===== src/rtl/raw_capture_ctrl_if.sv =====
// Imager-side dtype stream: one data word, its dtype code and a valid strobe.
// The capture controller receives one of these streams and drives another
// (toward raw_to_32) with the same shape.
interface raw_capture_ctrl_if #(
    parameter int DATA_WIDTH  = 16,
    parameter int DTYPE_WIDTH = 4
);
    logic [DATA_WIDTH-1:0]  data;
    logic                   dv;
    logic [DTYPE_WIDTH-1:0] dtype;

    // Producer of the stream
    modport master (output data, output dv, output dtype);
    // Consumer of the stream
    modport slave  (input  data, input  dv, input  dtype);
endinterface


===== src/rtl/raw_capture_ctrl.sv =====
// Frame-level capture sequencer in front of raw_to_32.
// Gates the imager dtype stream into whole frames according to the capture
// mode (off / single / continuous), applies frame decimation, drops whole
// frames when the downstream FIFO is almost full, and freezes the pack mode
// for each frame at its FRAME_START.
module raw_capture_ctrl #(
    parameter int                     DATA_WIDTH        = 16,
    parameter int                     CNT_WIDTH         = 16,
    parameter int                     DTYPE_WIDTH       = 4,
    parameter logic [DTYPE_WIDTH-1:0] DTYPE_FRAME_START = 'h1,
    parameter logic [DTYPE_WIDTH-1:0] DTYPE_FRAME_END   = 'h2
) (
    input  logic                 clk,
    input  logic                 resetb,
    raw_capture_ctrl_if.slave    src,
    raw_capture_ctrl_if.master   dst,
    input  logic [1:0]           mode,
    input  logic                 start,
    input  logic                 stop,
    input  logic [CNT_WIDTH-1:0] skip,
    input  logic                 pack_req,
    input  logic                 fifo_afull,
    output logic                 pack,
    output logic                 busy,
    output logic                 done,
    output logic [CNT_WIDTH-1:0] frame_count,
    output logic [CNT_WIDTH-1:0] drop_count,
    output logic                 overrun
);

    localparam logic [1:0]           MODE_SINGLE = 2'd1;
    localparam logic [1:0]           MODE_CONT   = 2'd2;
    localparam logic [CNT_WIDTH-1:0] CNT_ONE     = {{(CNT_WIDTH-1){1'b0}}, 1'b1};
    localparam logic [CNT_WIDTH-1:0] CNT_MAX     = {CNT_WIDTH{1'b1}};

    typedef enum logic [1:0] {
        IDLE    = 2'd0,
        WAIT_FS = 2'd1,
        CAPTURE = 2'd2,
        DROP    = 2'd3
    } state_t;

    state_t                 state;
    logic [CNT_WIDTH-1:0]   skip_cnt;
    logic                   stop_pend;

    logic [DATA_WIDTH-1:0]  data_p0;
    logic [DTYPE_WIDTH-1:0] dtype_p0;
    logic                   vld_p0;

    logic                   fs_in;
    logic                   fe_in;
    logic                   mode_run;
    logic                   stop_any;
    logic                   accept_fs;
    logic                   fwd;

    // Saturating increment for the drop counter
    function automatic logic [CNT_WIDTH-1:0] sat_inc(input logic [CNT_WIDTH-1:0] v);
        return (v == CNT_MAX) ? v : v + CNT_ONE;
    endfunction

    assign data_p0  = src.data;
    assign dtype_p0 = src.dtype;
    assign vld_p0   = src.dv;

    assign fs_in    = vld_p0 && (dtype_p0 == DTYPE_FRAME_START);
    assign fe_in    = vld_p0 && (dtype_p0 == DTYPE_FRAME_END);
    assign mode_run = (mode == MODE_SINGLE) || (mode == MODE_CONT);

    // Anything that ends the capture session at the next frame boundary:
    // a stop strobe now, one latched earlier, or mode switched to off/reserved.
    assign stop_any = stop || stop_pend || !mode_run;

    // A FRAME_START in WAIT_FS is forwarded only when no stop is in effect,
    // decimation is exhausted and the downstream FIFO has room.
    assign accept_fs = (state == WAIT_FS) && !stop_any && fs_in &&
                       (skip_cnt == '0) && !fifo_afull;

    assign fwd = accept_fs || ((state == CAPTURE) && vld_p0);

    // Output register stage: forwarded beats appear one cycle later; data and
    // dtype hold their last forwarded value while dv is low.
    always_ff @(posedge clk or negedge resetb) begin
        if (!resetb) begin
            dst.data  <= '0;
            dst.dtype <= '0;
            dst.dv    <= 1'b0;
        end else begin
            dst.dv <= fwd;
            if (fwd) begin
                dst.data  <= data_p0;
                dst.dtype <= dtype_p0;
            end
        end
    end

    // Capture sequencer with registered status outputs and counters
    always_ff @(posedge clk or negedge resetb) begin
        if (!resetb) begin
            state       <= IDLE;
            skip_cnt    <= '0;
            stop_pend   <= 1'b0;
            pack        <= 1'b0;
            busy        <= 1'b0;
            done        <= 1'b0;
            frame_count <= '0;
            drop_count  <= '0;
            overrun     <= 1'b0;
        end else begin
            done <= 1'b0;

            case (state)
                IDLE: begin
                    // stop is meaningless here, so a simultaneous start wins
                    if (start && mode_run) begin
                        state     <= WAIT_FS;
                        busy      <= 1'b1;
                        skip_cnt  <= '0;
                        overrun   <= 1'b0;
                        stop_pend <= 1'b0;
                    end
                end

                WAIT_FS: begin
                    // Between frames a stop takes effect immediately
                    if (stop_any) begin
                        state     <= IDLE;
                        busy      <= 1'b0;
                        done      <= 1'b1;
                        stop_pend <= 1'b0;
                    end else if (fs_in) begin
                        if (skip_cnt != '0) begin
                            skip_cnt <= skip_cnt - CNT_ONE;
                            state    <= DROP;
                        end else if (fifo_afull) begin
                            drop_count <= sat_inc(drop_count);
                            state      <= DROP;
                        end else begin
                            pack  <= pack_req;
                            state <= CAPTURE;
                        end
                    end
                end

                CAPTURE: begin
                    // Frames are never truncated; backpressure is only flagged
                    if (fifo_afull) begin
                        overrun <= 1'b1;
                    end
                    if (stop) begin
                        stop_pend <= 1'b1;
                    end
                    if (fe_in) begin
                        frame_count <= frame_count + CNT_ONE;
                        skip_cnt    <= skip;
                        if ((mode != MODE_CONT) || stop || stop_pend) begin
                            state     <= IDLE;
                            busy      <= 1'b0;
                            done      <= 1'b1;
                            stop_pend <= 1'b0;
                        end else begin
                            state <= WAIT_FS;
                        end
                    end else if (fs_in) begin
                        // Lost FRAME_END: the new FRAME_START closes the previous
                        // frame and opens the next one; pack stays as latched.
                        frame_count <= frame_count + CNT_ONE;
                    end
                end

                DROP: begin
                    if (stop) begin
                        stop_pend <= 1'b1;
                    end
                    if (fe_in) begin
                        if (stop_any) begin
                            state     <= IDLE;
                            busy      <= 1'b0;
                            done      <= 1'b1;
                            stop_pend <= 1'b0;
                        end else begin
                            state <= WAIT_FS;
                        end
                    end
                end

                default: begin
                    state <= IDLE;
                    busy  <= 1'b0;
                end
            endcase
        end
    end

endmodule

===== src/flat_wrapper.sv =====
// flat-port wrapper written by rule: the top's interface ports become plain ports
module raw_capture_ctrl_flat 
#(
    parameter int                     DATA_WIDTH        = 16,
    parameter int                     CNT_WIDTH         = 16,
    parameter int                     DTYPE_WIDTH       = 4,
    parameter logic [DTYPE_WIDTH-1:0] DTYPE_FRAME_START = 'h1,
    parameter logic [DTYPE_WIDTH-1:0] DTYPE_FRAME_END   = 'h2
)
  (clk, resetb, mode, start, stop, skip, pack_req, fifo_afull, pack, busy, done, frame_count, drop_count, overrun, src_data, src_dv, src_dtype, dst_data, dst_dv, dst_dtype);
  raw_capture_ctrl_if #(.DATA_WIDTH(DATA_WIDTH), .DTYPE_WIDTH(DTYPE_WIDTH)) src_i ();
  raw_capture_ctrl_if #(.DATA_WIDTH(DATA_WIDTH), .DTYPE_WIDTH(DTYPE_WIDTH)) dst_i ();
  input  logic clk;
  input  logic resetb;
  input  logic [1:0] mode;
  input  logic start;
  input  logic stop;
  input  logic [CNT_WIDTH-1:0] skip;
  input  logic pack_req;
  input  logic fifo_afull;
  output logic pack;
  output logic busy;
  output logic done;
  output logic [CNT_WIDTH-1:0] frame_count;
  output logic [CNT_WIDTH-1:0] drop_count;
  output logic overrun;
  input wire logic [$bits(src_i.data)-1:0] src_data;
  input wire logic [$bits(src_i.dv)-1:0] src_dv;
  input wire logic [$bits(src_i.dtype)-1:0] src_dtype;
  output wire logic [$bits(dst_i.data)-1:0] dst_data;
  output wire logic [$bits(dst_i.dv)-1:0] dst_dv;
  output wire logic [$bits(dst_i.dtype)-1:0] dst_dtype;
  assign src_i.data = src_data;
  assign src_i.dv = src_dv;
  assign src_i.dtype = src_dtype;
  assign dst_data = dst_i.data;
  assign dst_dv = dst_i.dv;
  assign dst_dtype = dst_i.dtype;
  raw_capture_ctrl #(.DATA_WIDTH(DATA_WIDTH), .CNT_WIDTH(CNT_WIDTH), .DTYPE_WIDTH(DTYPE_WIDTH), .DTYPE_FRAME_START(DTYPE_FRAME_START), .DTYPE_FRAME_END(DTYPE_FRAME_END)) u_core (.clk(clk), .resetb(resetb), .src(src_i), .dst(dst_i), .mode(mode), .start(start), .stop(stop), .skip(skip), .pack_req(pack_req), .fifo_afull(fifo_afull), .pack(pack), .busy(busy), .done(done), .frame_count(frame_count), .drop_count(drop_count), .overrun(overrun));
endmodule

===== config.mk =====
export PLATFORM = sky130hd
export DESIGN_NAME = raw_capture_ctrl_flat
export DESIGN_NICKNAME = d
export VERILOG_FILES = /design/src/rtl/raw_capture_ctrl_if.sv /design/src/rtl/raw_capture_ctrl.sv /design/src/flat_wrapper.sv
export SDC_FILE = /design/constraint.sdc
export NUM_CORES = 1
export LEC_CHECK = 0
export CELL_PAD_IN_SITES_DETAIL_PLACEMENT = 0
export CELL_PAD_IN_SITES_GLOBAL_PLACEMENT = 2
export CORE_UTILIZATION = 40
export CTS_CLUSTER_DIAMETER = 80
export DETAILED_ROUTE_END_ITERATION = 7
export DONT_BUFFER_PORTS = 1
export PLACE_DENSITY_LB_ADDON = 0.1
export SYNTH_ARGS = -nofsm -noshare
export SYNTH_HDL_FRONTEND = slang
export SYNTH_SLANG_ARGS = --single-unit

===== constraint.sdc =====
create_clock -name clk -period 2.7 [get_ports clk]
set_input_delay 0 -clock clk [delete_from_list [all_inputs] [get_ports clk]]
set_output_delay 0 -clock clk [all_outputs]
set_load 0.005 [all_outputs]

==> impl_metrics.py, run 1 <==
metrics = {
    "grt": {
        "grt_pass1_wl_um": 16500,
        "antenna_found_initial": 0,
        "gr-total-overflow": 0,
        "first_global_vias": 3039,
        "grt_max_degree": 77,
        "track_usage_pct": 20.5,
    },
    "drt": {
        "wl_per_cell_um": 18.1,
        "viasPerCell": 5.60,
        "drt-initial-drc-count": 143,
        "antenna_left": 0,
        "drc": 0,
        "vias": 3211,
        "wirelength_um": 10400,
        "dr.pass1.iters": 4,
    },
    "yosys": {
        "async_flop_share_pct": 100,
        "synth_top_cell_by_area": "dfrtp_1",
        "synth-edff-count": 0,
        "synthCells": 380,
        "synth_seq_area_share_pct": 46.8,
        "syn_nets": 434,
        "synth_cell_types": 57,
        "ys_warn_count": 0,
        "synth_area_sq_mm": 0.00407,
        "ys_top_cells_by_area": "dfrtp_1 (47%), mux2_4 (7.0%), xnor2_1 (5.6%)",
        "synth_top_area_share_pct": 46.8,
        "synth.most_common_cell": "dfrtp_1",
        "synth_seq_cells": 76,
        "synth_ff_type": "dfrtp_1",
        "synth_area_per_cell_sq_um": 10.7,
        "synth_common_cells": "dfrtp_1 (76), xnor2_1 (26), nor2_1 (23), mux2_4 (19), nand3_1 (18)",
    },
    "clocking": {
        "cts_root_buffer": "clkbuf_8",
        "clk_latency_ns": 0.34,
        "clock-sinks": 76,
        "path_clk_slew_ns": 0.08,
        "cts_buffers": 9,
        "cts_tree": "done",
        "cts_max_level": 3,
        "cts_max_path_buffers": 2,
    },
    "placed_design": {
        "dpl_worst_slack_ns": 0.188,
        "dpl_cell_area_sq_mm": 0.00426,
        "io_buffers": 0,
        "hpwl_um": 6730,
        "place.gp.congestion": 0.791,
    },
    "power": {
        "powerDensity_mw_per_mm2": 923,
        "p_total_uw": 4590,
        "power_leakage_uw": 0.00225,
        "ir_drop_uv": 519,
    },
    "timing": {
        "tns_ns": 0,
        "worst_pin_slew_ns": 0.511,
        "hold_violations": 0,
        "min_period_ns": 2.56,
        "skew_ns": 0.0116,
        "fmax_mhz": 391,
        "setup_violations": 0,
        "drv_slew": 0,
        "grt_setup_unrepaired": "no",
        "slew_headroom_pct": 65.6,
        "post-route-period-util_pct": 94.8,
        "setup_ws_ns": 0.139,
    },
    "flow_run": {
        "drv_cap": 0,
    },
    "finish": {
        "finalInstanceArea_sq_mm": 0.00497,
        "multi_input_area_sq_mm": 0.00201,
        "n_antenna_cell": 0,
        "nets": 489,
        "final_layout_size_suffix_gt1_share_pct": 14.1,
        "regArea_sq_mm": 0.00190,
        "synthToLayoutAreaGrowth_pct": 22.3,
        "n_fill_cell": 934,
    },
    "worst_setup_path": {
        "crit_path_end_kind": "flop",
        "cpPeakStageDelay_ns": 0.56,
        "cp_slowest_cell": "dlygate4sd3_1",
        "critPathLaunchType": "flop",
        "arrival_ns": 2.78,
        "worstPathRequired_ns": 2.92,
        "reg2reg_slack_ns": 0.14,
        "path_max_fanout": 5,
        "crit_type": "reg -> reg",
        "crit_chain": "inv_1, ha_1, or3b_4, or3_4, nor4_4, o21ai_0, dlygate4sd3_1",
    },
    "die": {
        "die_height_um": 103,
        "fp.dieW_um": 103,
        "top_level_ports": 102,
        "die_area_sq_mm": 0.0106,
        "num_rows": 36,
        "core_area_sq_mm": 0.00982,
        "start_util_pct": 41.4,
    },
    "status": {
        "status": "finished clean",
    },
    "min_path": {
        "hp-class": "in -> reg",
    },
}
cell families (layout without fill, tap and decap cells):
group	count (synthesis)	count (layout)	share of synthesized area, %
buffers and inverters	33	93	3.97
AOI/OAI and AO/OA	75	75	12.8
xor gates and xnor gates	35	35	7.54
adders and majority gates	9	9	2.77
muxes	23	23	8.12
DFF	76	76	46.8
and+or+nand+nor	129	129	18.0
through the flow:
step           instances  utilization (%)  hold WS (ns)
2_1_floorplan        380                -        -0.296
3_3_place_gp         512             43.4        -0.294
3_5_place_dp         512             43.4        -0.294
4_1_cts              573             50.6       0.00491
5_1_grt              573             50.6        0.0295
6_report             573             50.6        0.0198
flip-flops by register name (all words and copies together) (netlist names), 2 cells and up:
name                flops
u_core.dst.data        16
u_core.drop_count      16
u_core.state            2
u_core.dst.dtype        4
u_core.skip_cnt        16
u_core.frame_count     16
metal layers:
| metal | global-route usage (%) | wire, um | up-vias |
|---|---|---|---|
| met5 | 0 | 0 | - |
| met4 | 4.55 | 92 | 0 |
| met3 | 5.69 | 741 | 7 |
| met2 | 29.7 | 4550 | 126 |
| met1 | 30.1 | 5010 | 1568 |
| li1 | - | - | 1510 |
cells in the final DEF (no fill, tap or decap), types with 4 or more instances in the layout:
| cell type | synthesis | layout |
|---|---|---|
| dfrtp_1 | 76 | 76 |
| dlygate4sd3_1 | 0 | 44 |
| xnor2_1 | 26 | 26 |
| nor2_1 | 23 | 23 |
| mux2_4 | 19 | 19 |
| nand3_1 | 18 | 18 |
| inv_1 | 16 | 16 |
| o31ai_1 | 16 | 16 |
| nand4_1 | 15 | 15 |
| nand2_1 | 14 | 14 |
| buf_4 | 1 | 14 |
| nor3_1 | 12 | 12 |
| and3_1 | 12 | 12 |
| o21ai_0 | 11 | 11 |
| a21oi_1 | 10 | 10 |
| xor2_1 | 9 | 9 |
| ha_1 | 9 | 9 |
| clkbuf_8 | 0 | 9 |
| nor4_1 | 8 | 8 |
| o21ai_1 | 8 | 8 |
| a22oi_1 | 8 | 8 |
| a31oi_1 | 5 | 5 |
| and2_1 | 4 | 4 |
timing repair:
action / CTS / global route
hold buffers: 45 / 0
setup endpoints to repair: 0 / 1
setup buffers: 0 / 0
resized for setup: 0 / 1
hold endpoints to repair: 118 / 0
critical path, delay by kind of cell, from the launching register on:
family | cells | cell delay, ns
flops | 1 | 0.42
compound gates | 1 | 0.13
buf+inv | 2 | 0.67
simple gates | 3 | 1.02
fa+ha+maj | 1 | 0.21
power breakdown:
part	leakage, uW	switching (uW)	internal (uW)
Clock	0.000117	445	617
Sequential	0.00101	262	1400
Combinational	0.00112	1060	806
area by class of cell:
type	count	share of cell area (%)
clock buffer	10	2.57
clock inverter	6	2.24
inverter	17	1.28
multi-input combinational	271	40.4
sequential	76	38.2
tap	133	3.35
timing repair buffer	60	11.9
final timing paths:
check,start,end,cells past startpoint
max,u_core.skip_cnt[0],u_core.dst.dtype[1],7
min,stop,u_core.done,3
max reg2reg,u_core.skip_cnt[0],u_core.dst.dtype[1],7
min reg2reg,u_core.frame_count[15],u_core.frame_count[15],1
max in group asynchronous,resetb,u_core.frame_count[4],2
min in group asynchronous,resetb,u_core.frame_count[0],2
Power figures use the tool's default switching activity.
==> inputs of run 2 (changes only) <==
Settings changed: ABC_AREA set to 1, CORE_UTILIZATION 40 to 35.
==> run 2 against run 1 <==
Clock power about the same. Highest routed layer unchanged. Largest power group unchanged. Global-route usage down 2.2 points. Flip-flop and latch count unchanged. Worst hold slack better by 0.014 ns.
==> impl_metrics.py, run 2 <==
metrics = {
    "die": {
        "num_rows": 41,
        "core_area_sq_mm": 0.0127,
        "die_area_sq_mm": 0.0136,
        "top_level_ports": 102,
        "fp.dieW_um": 116,
        "start_util_pct": 36.1,
        "die_height_um": 116,
    },
    "worst_setup_path": {
        "r2r-start": "u_core.state[0]",
        "crit_path_end_kind": "flop",
        "path_max_fanout": 18,
        "critPathLaunchType": "flop",
        "arrival_ns": 2.40,
        "reg2reg_slack_ns": 0.57,
        "crit_type": "reg -> reg",
        "worstPathRequired_ns": 2.97,
        "r2r_end": "u_core.stop_pend",
        "r2r_cells": 8,
    },
    "grt": {
        "grt_pass1_wl_um": 19200,
        "first_global_vias": 3965,
        "grt_max_degree": 77,
        "gr-total-overflow": 0,
        "antenna_found_initial": 0,
        "track_usage_pct": 18.3,
    },
    "timing": {
        "worst_pin_slew_ns": 0.493,
        "setup_violations": 0,
        "grt_setup_unrepaired": "no",
        "drv_slew": 0,
        "hold_violations": 0,
        "skew_ns": 0.00861,
        "fmax_mhz": 469,
        "post-route-period-util_pct": 79.0,
        "tns_ns": 0,
        "slew_headroom_pct": 67.0,
        "min_period_ns": 2.13,
    },
    "clocking": {
        "path_clk_slew_ns": 0.06,
        "cts_tree": "done",
        "cts_root_buffer": "clkbuf_16",
        "cts_max_level": 3,
        "cts_buffers": 9,
        "cts_max_path_buffers": 2,
        "clk_latency_ns": 0.34,
        "clock-sinks": 76,
    },
    "drt": {
        "wirelength_um": 11700,
        "dr.pass1.iters": 4,
        "viasPerCell": 4.73,
        "vias": 4014,
        "wl_per_cell_um": 13.9,
        "drc": 0,
        "drt-initial-drc-count": 165,
        "antenna_left": 0,
    },
    "yosys": {
        "synth_area_per_cell_sq_um": 7.29,
        "synthCells": 629,
        "ys_top_cells_by_area": "dfrtp_1 (41%), nand2_1 (19%), nand3_1 (7.2%)",
        "ys_warn_count": 0,
        "async_flop_share_pct": 100,
        "synth_cell_types": 36,
        "synth_seq_cells": 76,
        "synth_seq_area_share_pct": 41.5,
        "synth.most_common_cell": "nand2_1",
        "synth-edff-count": 0,
        "synth_area_sq_mm": 0.00459,
        "synth_common_cells": "nand2_1 (236), dfrtp_1 (76), nand3_1 (66), nor2_1 (60), inv_1 (52)",
        "syn_nets": 683,
        "synth_ff_type": "dfrtp_1",
        "synth_top_cell_by_area": "dfrtp_1",
        "synth_top_area_share_pct": 41.5,
    },
    "min_path": {
        "hp-start": "src_dtype[0]",
        "hold_end": "u_core.state[1]",
        "hold_depth": 4,
        "hp-class": "in -> reg",
    },
    "finish": {
        "layout_commonest_cell": "nand2_1",
        "multi_input_area_sq_mm": 0.00236,
        "final_layout_size_suffix_gt1_share_pct": 8.14,
        "finish.utilization_pct": 42.7,
        "synthToLayoutAreaGrowth_pct": 18.3,
        "regArea_sq_mm": 0.00190,
        "n_antenna_cell": 0,
        "finalInstanceArea_sq_mm": 0.00543,
        "final_cell_mix": "nand2_1 (236), dfrtp_1 (76), nand3_1 (66)",
        "nets": 726,
        "n_fill_cell": 1357,
    },
    "status": {
        "status": "finished clean",
    },
    "power": {
        "power_leakage_uw": 0.00273,
        "ir_drop_uv": 374,
        "p_total_uw": 4170,
        "powerDensity_mw_per_mm2": 768,
    },
    "flow_run": {
        "drv_cap": 0,
    },
    "placed_design": {
        "dpl_cell_area_sq_mm": 0.00472,
        "io_buffers": 0,
        "place.gp.congestion": 0.806,
        "hpwl_um": 8260,
    },
}
[run 2: final cells by class]
| type | instances | share of cell area, % |
|---|---|---|
| clock buffer | 13 | 4.42 |
| clock inverter | 2 | 0.230 |
| inverter | 57 | 3.94 |
| multi-input combinational | 480 | 43.4 |
| sequential | 76 | 35.0 |
| tap | 172 | 3.96 |
| timing repair buffer | 48 | 8.99 |
[run 2: metrics by stage]
stage | cells | hold slack, ns | worst slack [ns]
2_1_floorplan | 629 | -0.296 | 1.07
3_3_place_gp | 789 | -0.294 | 0.625
3_5_place_dp | 789 | -0.294 | 0.562
4_1_cts | 848 | 0.0293 | 0.530
5_1_grt | 848 | 0.0561 | 0.363
6_report | 848 | 0.0338 | 0.568
[run 2: how the worst max path moves through the flow]
| stage | start | cells after the start | to | slack, ns |
|---|---|---|---|---|
| after floorplan | u_core.drop_count[0] | 10 | u_core.drop_count[11] | 1.07 |
| after global placement | u_core.state[1] | 7 | u_core.drop_count[9] | 0.62 |
| after detailed placement | u_core.state[1] | 7 | u_core.drop_count[9] | 0.56 |
| after CTS | u_core.state[0] | 8 | u_core.stop_pend | 0.53 |
| after global routing | u_core.state[0] | 8 | u_core.stop_pend | 0.36 |
| final | u_core.state[0] | 8 | u_core.stop_pend | 0.57 |
[run 2: critical path, cell delays in order (launching register included)]
cell and delay [ns]:
dfrtp_1 0.41, inv_1 0.14, ha_1 0.27, buf_4 0.27
nor2_1 0.07, inv_1 0.09, nand2_1 0.08, o31ai_1 0.18
dlygate4sd3_1 0.57
[run 2: kinds of logic (layout without fill, tap and decap cells)]
kind of cell,Yosys count,count (layout),share of synthesized area (%)
XOR/XNOR,26,26,4.96
buffers and inverters,73,120,7.17
adder cells (fa/ha/maj),9,9,2.45
AO/OA/AOI/OAI,38,38,4.58
AND/OR/NAND/NOR,407,407,39.4
flip-flops,76,76,41.5
[run 2: repair_timing]
action	4_1_cts	5_1_grt
hold endpoints to repair	133	0
buffers inserted	0	0
endpoints found under the setup margin	0	0
gates resized for setup	0	0
hold buffers	44	0
[run 2: report_power, final]
part           internal, uW  total, uW  leakage, uW  switching [uW]
combinational           557       1600      0.00160            1050
clock                   618       1090     0.000120             469
sequential             1300       1480      0.00101             181
total                  2470       4170      0.00273            1700
[run 2: layer usage]
layer  share of wire, %  vias up  GRT usage, %
met5                  0        -             0
met4                1.1        0          5.30
met3                5.7       12          4.83
met2                 46       83          30.9
met1                 47     1853          22.9
li1                   -     2066             -
==> inputs of run 3 (changes only) <==
Clock period 2.7 ns to 2.1 ns, I/O delays scaled along.
==> run 3 against run 2 <==
Via count is 0.82% lower. Sequential power grew 28%. Die area did not move. Non-clock buffer count is 3 higher. First-iteration DRC count rose by 3.6%. Routed wire length is 0.87% higher. Setup slack worse by 0.35 ns. Cell area is 1.3% higher. Sequential share of layout area shrank 0.45 points. Highest routed layer unchanged.
==> impl_metrics.py, run 3 (synthesized netlist as in run 2, its figures left out) <==
metrics = {
    "status": {
        "status": "finished clean",
    },
    "grt": {
        "track_usage_pct": 18.4,
        "grt_pass1_wl_um": 19300,
        "gr-total-overflow": 0,
        "first_global_vias": 3950,
        "antenna_found_initial": 0,
        "grt_max_degree": 77,
    },
    "power": {
        "p_int_uw": 3380,
        "switching_share_pct": 39.8,
        "clkPwrFrac_pct": 28.5,
        "p_total_uw": 5620,
        "comb_power_share_pct": 37.7,
        "ir_drop_uv": 500,
        "switchingPower_uw": 2240,
        "power_leakage_uw": 0.00277,
        "powerDensity_mw_per_mm2": 1020,
        "pwr-share-seq_pct": 33.8,
    },
    "finish": {
        "n_antenna_cell": 0,
        "regArea_sq_mm": 0.00190,
        "n_fill_cell": 1370,
        "synthToLayoutAreaGrowth_pct": 19.9,
        "final_layout_size_suffix_gt1_share_pct": 9.41,
        "finish.utilization_pct": 43.2,
        "layout_commonest_cell": "nand2_1",
        "nets": 729,
        "final_cell_mix": "nand2_1 (236), dfrtp_1 (76), nand3_1 (66)",
        "multi_input_area_sq_mm": 0.00236,
        "finalInstanceArea_sq_mm": 0.00550,
    },
    "die": {
        "num_rows": 41,
        "start_util_pct": 36.1,
        "core_area_sq_mm": 0.0127,
        "fp.dieW_um": 116,
        "top_level_ports": 102,
        "die_height_um": 116,
        "die_area_sq_mm": 0.0136,
    },
    "timing": {
        "timing.hold.ws_ns": 0.0490,
        "fmax_mhz": 532,
        "drv_slew": 0,
        "hold_violations": 0,
        "min_period_ns": 1.88,
        "setup_violations": 0,
        "grt_setup_unrepaired": "no",
        "post-route-period-util_pct": 89.5,
        "tns_ns": 0,
        "slew_headroom_pct": 63.8,
        "worst_pin_slew_ns": 0.541,
        "skew_ns": 0.0109,
    },
    "clocking": {
        "post_cts_buffers": 0,
        "cts_tree": "done",
        "ctsResizeCount": 0,
        "cts_buffers": 9,
        "path_clk_slew_ns": 0.06,
        "clk_latency_ns": 0.34,
        "clock-sinks": 76,
        "cts_max_level": 3,
        "cts_root_buffer": "clkbuf_16",
        "cts_max_path_buffers": 2,
    },
    "placed_design": {
        "place.gp.congestion": 0.794,
        "io_buffers": 0,
        "dpl_cell_area_sq_mm": 0.00475,
        "hpwl_um": 8300,
    },
    "worst_setup_path": {
        "worstPathRequired_ns": 2.34,
        "crit_end": "u_core.state[0]",
        "crit_chain": "inv_1, ha_1, buf_4, nor2_1, inv_1, a21oi_1, nand2_1, nor2_1, nand2_1, nand2_1, inv_1",
        "r2r_cells": 11,
        "crit_start": "u_core.state[0]",
        "arrival_ns": 2.12,
        "r2r_end": "u_core.state[0]",
        "r2r-start": "u_core.state[0]",
        "cp_slowest_cell": "dfrtp_1",
        "critPathLaunchType": "flop",
        "crit_type": "reg -> reg",
        "crit_path_end_kind": "flop",
        "path_max_fanout": 18,
        "reg2reg_slack_ns": 0.22,
        "cpPeakStageDelay_ns": 0.38,
    },
    "drt": {
        "vias": 3981,
        "antenna_left": 0,
        "viasPerCell": 4.67,
        "wl_per_cell_um": 13.9,
        "wirelength_um": 11900,
        "drt-initial-drc-count": 171,
        "drc": 0,
        "dr.pass1.iters": 6,
    },
    "min_path": {
        "hp-class": "in -> reg",
    },
    "flow_run": {
        "drv_cap": 0,
    },
}
-- run 3: changes by cell type in the layout (fill, tap and decap cells not counted), sizes merged --
cell / before / now
buf: 5 / 9
clkbuf: 13 / 10
clkinv: 2 / 4
clkinvlp: 1 / 2
bufinv: 0 / 1
dlygate4sd3: 43 / 42
-- run 3: power groups by stage --
stage | Clock (uW) | Combinational [uW] | Sequential, uW
2_1_floorplan | 0 | 1630 | 1860
3_3_place_gp | 0 | 2030 | 1930
5_1_grt | 1710 | 2440 | 1940
6_report | 1600 | 2120 | 1900
4_1_cts | 1660 | 2160 | 1900
3_5_place_dp | 0 | 2040 | 1930
-- run 3: final cells by class --
class                   count  area share (%)
flip-flops and latches     76            34.6
well taps                 172            3.91
inverters                  57            3.89
multi-input cells         480            42.9
repair buffers             51            9.24
clock buffers              10            4.35
clock inverters             6            1.16
-- run 3: worst min path at each step --
stage | start | end | slack, ns | cells after the start
5_1_grt | src_dtype[0] | u_core.state[1] | 0.06 | 4
3_3_place_gp | resetb | u_core.dst.data[3] | -0.29 | 0
2_1_floorplan | resetb | u_core.busy | -0.30 | 0
3_5_place_dp | resetb | u_core.dst.data[3] | -0.29 | 0
6_report | src_dtype[0] | u_core.state[1] | 0.05 | 4
4_1_cts | src_dtype[0] | u_core.state[1] | 0.03 | 4
-- run 3: per-stage QoR --
stage / worst slack [ns] / cells
floorplan: 0.474 / 629
global placement: 0.278 / 793
detailed placement: 0.232 / 793
CTS: 0.220 / 852
global route: 0.0609 / 852
finish: 0.220 / 852
-- run 3: layer usage --
layer / vias to the layer above / track usage, % / part of all wire (%)
met1: 1816 / 23.7 / 47
met4: 0 / 6.67 / 1.3
li1: 2063 / - / -
met2: 92 / 30.7 / 47
met3: 10 / 3.74 / 5.4
met5: - / 0 / 0
-- run 3: worst max-delay path, delay by kind of cell (launching register included) --
family | cells | cell delay (ns)
AND/OR/NAND/NOR | 5 | 0.44
buffers and inverters | 4 | 0.42
flip-flops | 1 | 0.38
adder cells (fa/ha/maj) | 1 | 0.27
AO/OA/AOI/OAI | 1 | 0.26
-- run 3: what timing repair did --
item / 4_1_cts / 5_1_grt
hold buffers: 43 / 0
endpoints found under the setup margin: 0 / 0
endpoints found under the hold margin: 133 / 0
